**src/rtl/mmio_timer.sv**
```systemverilog
// mmio_timer: memory-mapped prescaled down-counter with auto-reload, sticky expiry/IRQ and GPIO output.
// Latency: reads are combinational (same-cycle load); writes commit on the rising Clk edge.
// Backpressure: none; every access completes in one cycle, so the peripheral never stalls the CPU.
//
// Ports:
//   Clk, Reset       clock (rising edge), asynchronous active-high reset
//   Addr, Wdata      ALU byte address and store data
//   Wmem             store strobe; a write happens when Wmem && Sel
//   Sel              Addr lies in the 32-byte window at BASE_ADDR
//   Rdata            combinational read data, 0 outside the window or at unmapped offsets
//   Irq              EXP & IRQ_EN
//   Gpio_out         GPIO output register
//   Gpio_in          (only with MMIO_GPIO_IN_EN) input port, synchronised and readable at 0x14
//
// Optional feature macro: MMIO_GPIO_IN_EN
//
// Register map (word offsets): 0x00 CTRL {PRESC[15:8], IRQ_EN[2], AUTO[1], EN[0]},
// 0x04 LOAD, 0x08 COUNT, 0x0C STATUS {EXP[0], W1C}, 0x10 GPIO, 0x14 GPIO_IN (optional).

module mmio_timer #(
  parameter logic [31:0] BASE_ADDR = 32'h0000_7F00,
  parameter int          GPIO_W    = 16
) (
  input  logic              Clk,
  input  logic              Reset,
  input  logic [31:0]       Addr,
  input  logic [31:0]       Wdata,
  input  logic              Wmem,
  output logic              Sel,
  output logic [31:0]       Rdata,
  output logic              Irq,
`ifdef MMIO_GPIO_IN_EN
  input  logic [GPIO_W-1:0] Gpio_in,
`endif
  output logic [GPIO_W-1:0] Gpio_out
);

  localparam logic [2:0] OFF_CTRL   = 3'd0;
  localparam logic [2:0] OFF_LOAD   = 3'd1;
  localparam logic [2:0] OFF_COUNT  = 3'd2;
  localparam logic [2:0] OFF_STATUS = 3'd3;
  localparam logic [2:0] OFF_GPIO   = 3'd4;
  localparam logic [2:0] OFF_GPIN   = 3'd5;

  logic              en;
  logic              auto_rl;
  logic              irq_en;
  logic [7:0]        presc;
  logic [7:0]        ps;
  logic [31:0]       load;
  logic [31:0]       count;
  logic              exp_flag;
  logic [GPIO_W-1:0] gpio;

  logic [2:0] offset;
  logic       wr;
  logic       wr_ctrl, wr_load, wr_count, wr_status, wr_gpio;
  logic       tick;
  logic       expire;

  // Byte lane bits are ignored: all accesses are whole words.
  logic unused_addr_lsb;
  assign unused_addr_lsb = ^Addr[1:0];

  assign Sel    = (Addr[31:5] == BASE_ADDR[31:5]);
  assign offset = Addr[4:2];
  assign wr     = Wmem && Sel;

  assign wr_ctrl   = wr && (offset == OFF_CTRL);
  assign wr_load   = wr && (offset == OFF_LOAD);
  assign wr_count  = wr && (offset == OFF_COUNT);
  assign wr_status = wr && (offset == OFF_STATUS);
  assign wr_gpio   = wr && (offset == OFF_GPIO);

  // The prescaler wrap is the tick; a tick that finds COUNT at zero is an expiry.
  assign tick   = en && (ps == presc);
  assign expire = tick && (count == 32'd0);

  assign Irq      = exp_flag & irq_en;
  assign Gpio_out = gpio;

  always_ff @(posedge Clk or posedge Reset) begin
    if (Reset) begin
      en       <= 1'b0;
      auto_rl  <= 1'b0;
      irq_en   <= 1'b0;
      presc    <= 8'd0;
      ps       <= 8'd0;
      load     <= 32'd0;
      count    <= 32'd0;
      exp_flag <= 1'b0;
      gpio     <= '0;
    end else begin
      // A CTRL write restarts the prescale period so a new PRESC starts clean.
      if (wr_ctrl || !en || (ps == presc)) begin
        ps <= 8'd0;
      end else begin
        ps <= ps + 8'd1;
      end

      // CPU write beats the tick. Reload uses LOAD as it was before this edge.
      if (wr_count) begin
        count <= Wdata;
      end else if (tick) begin
        if (count != 32'd0) begin
          count <= count - 32'd1;
        end else if (auto_rl) begin
          count <= load;
        end
      end

      // One-shot expiry stops the timer unless software rewrites EN in the same cycle.
      if (wr_ctrl) begin
        en      <= Wdata[0];
        auto_rl <= Wdata[1];
        irq_en  <= Wdata[2];
        presc   <= Wdata[15:8];
      end else if (expire && !auto_rl) begin
        en <= 1'b0;
      end

      // Setting the flag has priority over a write-1-to-clear in the same cycle.
      if (expire) begin
        exp_flag <= 1'b1;
      end else if (wr_status && Wdata[0]) begin
        exp_flag <= 1'b0;
      end

      if (wr_load) begin
        load <= Wdata;
      end

      if (wr_gpio) begin
        gpio <= Wdata[GPIO_W-1:0];
      end
    end
  end

`ifdef MMIO_GPIO_IN_EN
  logic [GPIO_W-1:0] gin_meta;
  logic [GPIO_W-1:0] gin_sync;

  always_ff @(posedge Clk or posedge Reset) begin
    if (Reset) begin
      gin_meta <= '0;
      gin_sync <= '0;
    end else begin
      gin_meta <= Gpio_in;
      gin_sync <= gin_meta;
    end
  end
`endif

  always_comb begin
    Rdata = 32'd0;
    if (Sel) begin
      case (offset)
        OFF_CTRL:   Rdata = {16'd0, presc, 5'd0, irq_en, auto_rl, en};
        OFF_LOAD:   Rdata = load;
        OFF_COUNT:  Rdata = count;
        OFF_STATUS: Rdata = {31'd0, exp_flag};
        OFF_GPIO:   Rdata[GPIO_W-1:0] = gpio;
`ifdef MMIO_GPIO_IN_EN
        OFF_GPIN:   Rdata[GPIO_W-1:0] = gin_sync;
`endif
        default:    Rdata = 32'd0;
      endcase
    end
  end

endmodule
```
**config.mk**
```make
export PLATFORM = sky130hd
export DESIGN_NAME = mmio_timer
export DESIGN_NICKNAME = d
export VERILOG_FILES = /design/src/rtl/mmio_timer.sv
export SDC_FILE = /design/constraint.sdc
export NUM_CORES = 1
export LEC_CHECK = 0
export CORE_MARGIN = 4
export CORE_UTILIZATION = 48
export CTS_CLUSTER_DIAMETER = 40
export DETAILED_ROUTE_END_ITERATION = 8
export MAX_ROUTING_LAYER = met4
export PLACE_DENSITY = 0.78
export SYNTH_ARGS = -nofsm -noshare
export SYNTH_HDL_FRONTEND = slang
export SYNTH_SLANG_ARGS = --single-unit
```
**constraint.sdc**
```tcl
create_clock -name Clk -period 3.2 [get_ports Clk]
set_clock_uncertainty 0.15 [all_clocks]
set_input_delay 0.64 -clock Clk [delete_from_list [all_inputs] [get_ports Clk]]
set_output_delay 0.64 -clock Clk [all_outputs]
set_load 0.05 [all_outputs]
```
======== After elaboration in Yosys (flattened, before gate mapping) ========
Cells that the tools add are included.
word-level totals
  bits in registers ....................... 100
  latch bits .............................. 0
  RAM bits ................................ 0
  bits in read-only memories .............. 0
  input port bits ......................... 67
  output and inout bits ................... 50
  logic and storage cells ................. 52
  memories ................................ 0
cells by class
  $add $sub $neg .......................... 2
  multipliers ............................. 0
  div/mod/pow operators ................... 0
  order comparisons ....................... 0
  eq/ne operators ......................... 6
  shifts and indexed selects .............. 0
  multiplexer cells ....................... 12
  bitwise gates (word level) .............. 1
  reduce and logical (&&, ||, !) cells .... 22
operators with widths
  operator                                                                  count
  32-bit two-way mux                                                        5
  16-bit case mux with 5 select lines                                       1
  32-bit logical NOT                                                        1
  16-bit case mux with 2 select lines                                       1
  32-bit nonzero test                                                       1
  32-bit by 1-bit subtractor with 32-bit output (second input constant)     1
  27-bit by 10-bit equality test with 1-bit output (second input constant)  1
  1-bit logical AND                                                         10
  8-bit by 1-bit adder with 8-bit output (second input constant)            1
  8-bit equality test                                                       1
  8-bit two-way mux                                                         1
  3-bit by 2-bit equality test with 1-bit output (second input constant)    2
  2-bit nonzero test                                                        3
  1-bit two-way mux                                                         4
  3-bit by 1-bit equality test with 1-bit output (second input constant)    1
  3-bit equality test (second input constant)                               1
  3-bit logical NOT                                                         1
  3-bit nonzero test                                                        1
  1-bit logical NOT                                                         2
  1-bit logical OR                                                          2
  2-bit AND reduction                                                       1
  1-bit AND                                                                 1

======== Logic depth before layout (Yosys ltp) ========
Gate-level depths: netlist of run 1.
  word-level depth ........................ 6
  depth in mapped cells ................... 10
  gate-level depth less buffers ........... 8

======== Least setup slack after synthesis of run 1 ========
No wires, ideal clock.
  path type ............................... input to output
  start point ............................. input port Addr[19]
  end point ............................... output port Rdata[10]
  arrival time ............................ 3.024 ns
  data required time ...................... 2.410 ns
  setup slack ............................. -0.614 ns
  stages on the path ...................... 8
  path buffers ............................ 2
  path through ............................ nor4_1 -> nand4_1 -> or2_2 -> clkbuf_1 -> inv_1 -> nand2_1 -> clkbuf_1 -> nor2_1
between the ends
  word-level cells in the longest chain between the ends .. 2
RTL lines
  item                                              RTL line  source
  from (decl)                                       26        input logic [31:0] Addr,
  27-bit by 10-bit equality test with 1-bit output  65        assign Sel = (Addr[31:5] == BASE_ADDR[31:5]);
  net Sel                                           29        output logic Sel,
  32-bit two-way mux                                156       if (Sel) begin
  to (decl)                                         30        output logic [31:0] Rdata,
The timed path passes the listed nets, and every way through them passes these cells.

======== Final worst setup path of run 1 ========
  start point ............................. input port Addr[29]
  end point ............................... output port Rdata[0]
between the ends
  word-level cells in the longest chain between the ends .. 2
RTL lines
  item                                              RTL line
  27-bit by 10-bit equality test with 1-bit output  65
  32-bit two-way mux                                156
Every way passes these cells.

==> metrics.yaml, run 1 <==
area_delta_synth_final_pct: 45.35
synth_top_area_cell: "dfrtp_1"
grt_pass1_vias: 6380
yosysWarnings: 0
tns_ns: 0
dieWidth_um: 121.3
dr.pass1.iters: 5
fmax_ghz: 0.3156
slew_violations: 0
synth-compound-area-share_pct: 18.91
synth_xor_area_share_pct: 3.838
async_flop_share_pct: 100.0
seqCellArea_sq_um: 2502
synthSimpleGateAreaFrac_pct: 20.61
crit_path_end_kind: "output pin"
cp.required_ns: 2.41
num_antenna_cells: 0
grt-ovfl-total: 0
syn_area_sq_um: 6161
critPathArrivalTime_ns: 2.38
stdcell_area_sq_um: 8955
drc: 0
path_class: "in -> out"
rsz0062_at_grt: "true"
synth_edf_count: 0
critPathTopFamily: "buffers and inverters"
grt_first_pass_wirelength_mm: 33.06
drt-vias-per-instance: 6.157
cp-start-kind: "input pin"
crit_chain: "clkdlybuf4s50_1 -> nor3_2 -> nand3_2 -> or2_4 -> clkinvlp_4 -> buf_4 -> nand2_4 -> nor2_2 -> buf_12"
drt-initial-drc-count: 693
irDropWorstVdd_v: 0.0003446
die_h_um: 121.3
slowest_stage: "clkdlybuf4s50_1"
ant_nets: 0
slowest_delay_ns: 0.45
ys_top_cells_by_area: "dfrtp_1, mux2_2, nor2_1, a22oi_1, a21oi_1"
multi_input_area_sq_um: 3704
yosys_most_used_dff: "dfrtp_1"
floorplan.initialDensity_pct: 49.02
tritoncts: "yes"
grt_max_degree: 101
period_share_pct: 99.03
min_period_ns: 3.169
std_cell_rows: 41
worstHoldPathType: "reg -> reg"
place.gp.congestion: 0.9330
p_per_area_nw_per_um2: 296.8
synth_top_family_by_area: "simple AND/OR/NAND/NOR gates"
synth_common_cells: "dfrtp_1, nor2_1, mux2_2"
muxShareOfSynthArea_pct: 11.25
worst_pin_slew_ns: 0.6248
synthAdderAreaFrac_pct: 0.6093
wl_per_cell_um: 20.79
setup_viol: 0
relSlewSlack_pct: 58.00
fillCellCount: 960
synth_top_area_share_pct: 40.62
synth_most_common_cell: "dfrtp_1"
synth_cells: 665
grtUsageTotal_pct: 29.43
drive_above_1_share_pct: 31.32
synth-seq-area-share_pct: 40.62
vias: 6151
post_dp_cell_area_sq_um: 8454
placed_cells_incl_taps: 980
clk_pin_slew_ns: 0.07
hold_viol: 0
core_sq_um: 12570
cts-root-buf: "clkbuf_16"
cp_max_fo: 4
crit_buf_inv: 4
maxCapViolCount: 0
h-tree-depth: 3
fp.dieArea_sq_um: 14710
synth_fp_nets: 735
place_hpwl_mm: 14.96
cts.sinks: 100
io_buffers: 114
antenna_found_initial: 0
routed_wl_mm: 20.77
pin_count: 117
ys_seq_elements: 100
outcome: "complete, no violations"
cts_buffers: 9
nets: 892
clockBufferDepth: 2
instances_no_fill: 999
syn_avg_cell_area_sq_um: 9.265
power.leakage_nw: 3.703
clk_latency_ns: 0.37
yosysUniqueCellTypes: 66
worst reg2reg max path, cell delays in order, from the launching register on:
cell and delay (ns):
dfrtp_1 0.47, or4_4 0.63, or4_4 0.50, nor4_2 0.33, nor2_2 0.12, buf_4 0.20, o21ai_0 0.19, o21ai_1 0.10
per-stage QoR:
| step | power (mW) | hold slack [ns] | setup WS, ns | utilization (%) |
|---|---|---|---|---|
| CTS | 2.659 | 0.3889 | 0.004463 | 70.53 |
| finish | 2.657 | 0.3890 | 0.03116 | 71.25 |
| global placement | 1.496 | 0.3640 | -0.1530 | 67.27 |
| floorplan | 1.356 | 0.3300 | -0.01360 | - |
| detailed placement | 1.500 | 0.3793 | -0.3002 | 67.27 |
| global route | 2.743 | 0.4108 | -0.05337 | 71.25 |
flip-flops by register name, summed over array words and instances (netlist names):
| signal | count |
|---|---|
| ps | 8 |
| auto_rl | 1 |
| en | 1 |
| load | 32 |
| Gpio_out | 16 |
| irq_en | 1 |
| presc | 8 |
| count | 32 |
| exp_flag | 1 |
repair_timing:
action                     CTS  global route
gates cloned                 1             0
hold buffers                 0             0
setup buffers                2             0
gates resized for setup     32            26
setup endpoints to repair   32            26
pin swaps                    8            13
path summary, 6_finish.rpt:
check	cells after the start	from	slack (ns)	to
worst max register to register	7	count[3]	0.41	count[14]
worst max-delay path	9	Addr[29]	0.03	Rdata[0]
worst min-delay path	1	Gpio_out[3]	0.39	Gpio_out[3]
max in group asynchronous	3	Reset	1.85	load[29]
min in group asynchronous	3	Reset	0.62	count[4]
worst min register to register	1	Gpio_out[3]	0.39	Gpio_out[3]
layout by cell type, fill, tap and decap left out, types with 5 or more instances in the layout:
cell,Yosys,final
dlygate4sd2_1,0,9
nand3_1,21,20
nor3_1,10,9
a221oi_2,0,5
buf_12,0,40
xor2_1,19,19
inv_1,9,7
mux2_2,58,58
o22ai_1,9,9
nor2_1,79,48
dlymetal6s2s_1,0,14
nor4_1,22,18
clkbuf_16,0,9
dfrtp_1,100,100
and3_1,7,7
a22oi_1,36,36
xnor2_1,8,8
nor2_2,1,17
a21oi_1,39,39
nor2_4,0,15
nand2_1,51,50
o21ai_0,27,26
o31ai_1,8,8
o21ai_1,8,8
a31oi_1,6,6
or3_1,5,5
nor4_2,3,5
clkdlybuf4s50_1,0,54
buf_4,1,67
nand4_1,9,9
routing by layer:
layer  wire length [um]  GRT usage, %
met5                  0             -
met1               8408         36.49
met4                500         10.78
met2              10430         47.84
met3               1428         6.014
layout make-up:
cell class	count	share of cell area [%]
timing repair buffer	191	24.30
clock buffer	9	2.515
multi-input combinational	511	41.36
clock inverter	7	1.020
sequential	100	27.94
inverter	9	0.4611
tap	172	2.403
logic make-up (layout without fill, tap and decap cells):
logic type      after synthesis  in the layout
fa+ha+maj                     3              3
buf+inv                      55            216
compound gates              174            174
mux                          62             62
flops                       100            100
xor+xnor                     27             27
simple gates                244            245
report_power, final:
part / switching [mW] / total [mW] / internal (mW)
combinational: 0.113 / 0.219 / 0.105
sequential: 0.00254 / 1.27 / 1.26
clock: 0.546 / 1.17 / 0.627
No activity file was read; power rests on OpenSTA's default activity.
==> run 2, diff against run 1 <==
--- a/config.mk
+++ b/config.mk
@@ -5,12 +5,15 @@
 export SDC_FILE = /design/constraint.sdc
 export NUM_CORES = 1
 export LEC_CHECK = 0
+export CELL_PAD_IN_SITES_DETAIL_PLACEMENT = 1
+export CELL_PAD_IN_SITES_GLOBAL_PLACEMENT = 2
 export CORE_MARGIN = 4
-export CORE_UTILIZATION = 48
+export CORE_UTILIZATION = 29
 export CTS_CLUSTER_DIAMETER = 40
 export DETAILED_ROUTE_END_ITERATION = 8
 export MAX_ROUTING_LAYER = met4
-export PLACE_DENSITY = 0.78
+export PLACE_DENSITY_LB_ADDON = 0.1
+export REMOVE_ABC_BUFFERS = 1
 export SYNTH_ARGS = -nofsm -noshare
 export SYNTH_HDL_FRONTEND = slang
 export SYNTH_SLANG_ARGS = --single-unit
==> metrics.yaml, run 2 (synthesis gave the netlist of run 1 again) <==
critPathArrivalTime_ns: 2.34
maxCapViolCount: 0
tritoncts: "yes"
place.gp.congestion: 0.8416
grt_max_degree: 46
worstHoldStart: "load[25]"
drt-vias-per-instance: 5.481
wl_per_cell_um: 22.24
cp.required_ns: 2.41
final_util_pct: 43.52
layout_common_cells: "dfrtp_1, clkdlybuf4s50_1, mux2_2"
vias: 6013
nets: 887
crit_top_cell: "buf_12"
slowest_delay_ns: 0.44
worst_pin_slew_ns: 1.025
irDropWorstVdd_v: 0.0002140
final_common_cell: "dfrtp_1"
slowest_stage: "clkdlybuf4s50_1"
power_switching_uw: 677.2
power_frac_comb_pct: 8.8
area_delta_synth_final_pct: 48.01
grt_first_pass_wirelength_mm: 38.58
p_int_mw: 1.942
std_cell_rows: 53
antenna_found_initial: 0
cp-start-kind: "input pin"
drc: 0
crit_chain: "clkdlybuf4s50_1 -> nor4_2 -> nand4_1 -> or2_4 -> inv_4 -> nand2_8 -> buf_12 -> nor2_4 -> buf_12"
path_class: "in -> out"
clk_pin_slew_ns: 0.07
period_share_pct: 97.95
cts.sinks: 100
clock_power_share_pct: 42.9
drive_above_1_share_pct: 31.02
outcome: "complete, no violations"
instances_no_fill: 1097
cp-startpoint: "Addr[26]"
h-tree-depth: 3
clk_latency_ns: 0.37
grt-ovfl-total: 0
routed_wl_mm: 24.40
dieWidth_um: 153.8
cts_buffers: 9
cp_max_fo: 6
fin_ws_ns: 0.06555
num_antenna_cells: 0
worstHoldPathType: "reg -> reg"
setup_viol: 0
relSlewSlack_pct: 31.68
core_sq_um: 20960
dr.pass1.iters: 4
min_period_ns: 3.134
fin_total_pwr_mw: 2.619
power.leakage_nw: 3.689
grtUsageTotal_pct: 21.26
hold_buffers: 0
p_per_area_nw_per_um2: 287.2
cts-root-buf: "clkbuf_16"
slew_violations: 0
die_h_um: 153.8
hold_viol: 0
reg2reg_from: "count[3]"
floorplan.initialDensity_pct: 29.40
io_buffers: 114
clockBufferDepth: 2
dpl_worst_slack_ns: -0.3072
grt_pass1_vias: 6595
placed_cells_incl_taps: 1078
p_sw_share_pct: 25.86
crit_path_end_kind: "output pin"
place_hpwl_mm: 17.72
fmax_ghz: 0.3190
pwr-share-seq_pct: 48.3
fp.dieArea_sq_um: 23640
pin_count: 117
tns_ns: 0
drt-initial-drc-count: 237
ant_nets: 0
-- run 2: worst paths after layout --
path                            slack (ns)     endpoint  cells after the start
worst max-delay path                  0.07     Rdata[5]                      9
worst min-delay path                  0.39     load[25]                      1
worst max register to register        0.29    count[20]                      6
worst min register to register        0.39     load[25]                      1
max in group asynchronous             1.86    count[31]                      3
min in group asynchronous             0.41  Gpio_out[5]                      2
-- run 2: layout make-up --
type	count	area (sq um)
clock buffers	10	239.0
clock inverters	6	53.80
fillers	2420	11840
inverters	9	38.79
multi-input cells	510	3694
flip-flops and latches	100	2502
well taps	275	344.1
repair buffers	187	2247
-- run 2: timing repair --
action | CTS | global route
resized for setup | 81 | 18
hold endpoints to repair | 0 | 0
setup endpoints to repair | 32 | 32
buffers inserted | 0 | 2
pin swaps | 21 | 9
gates cloned | 1 | 0
-- run 2: per-stage QoR --
| step | cell area, sq um | hold WS, ns |
|---|---|---|
| finish | 9119 | 0.3878 |
| global route | 9119 | 0.4125 |
| CTS | 9041 | 0.3942 |
| detailed placement | 8458 | 0.3678 |
| global placement | 8458 | 0.3550 |
| floorplan | 5938 | 0.3300 |
-- run 2: critical path, delay by kind of cell --
family,cells,cell delay [ns]
AND/OR/NAND/NOR,5,0.86
buffers and inverters,4,0.82
-- run 2: routing by layer --
layer  wire length (um)  GRT usage, %  share of wire (%)
met5                  0             -                  0
met2              12330         35.41                 51
met3                803         3.715                3.3
met4                543         6.266                2.2
met1              10720         26.57                 44
-- run 2: power groups by stage --
stage	clock, mW	combinational, mW	sequential [mW]
2_1_floorplan	0	0.0524	1.29
3_3_place_gp	0	0.217	1.29
3_5_place_dp	0	0.221	1.29
4_1_cts	1.16	0.229	1.27
5_1_grt	1.20	0.248	1.27
6_report	1.12	0.230	1.27
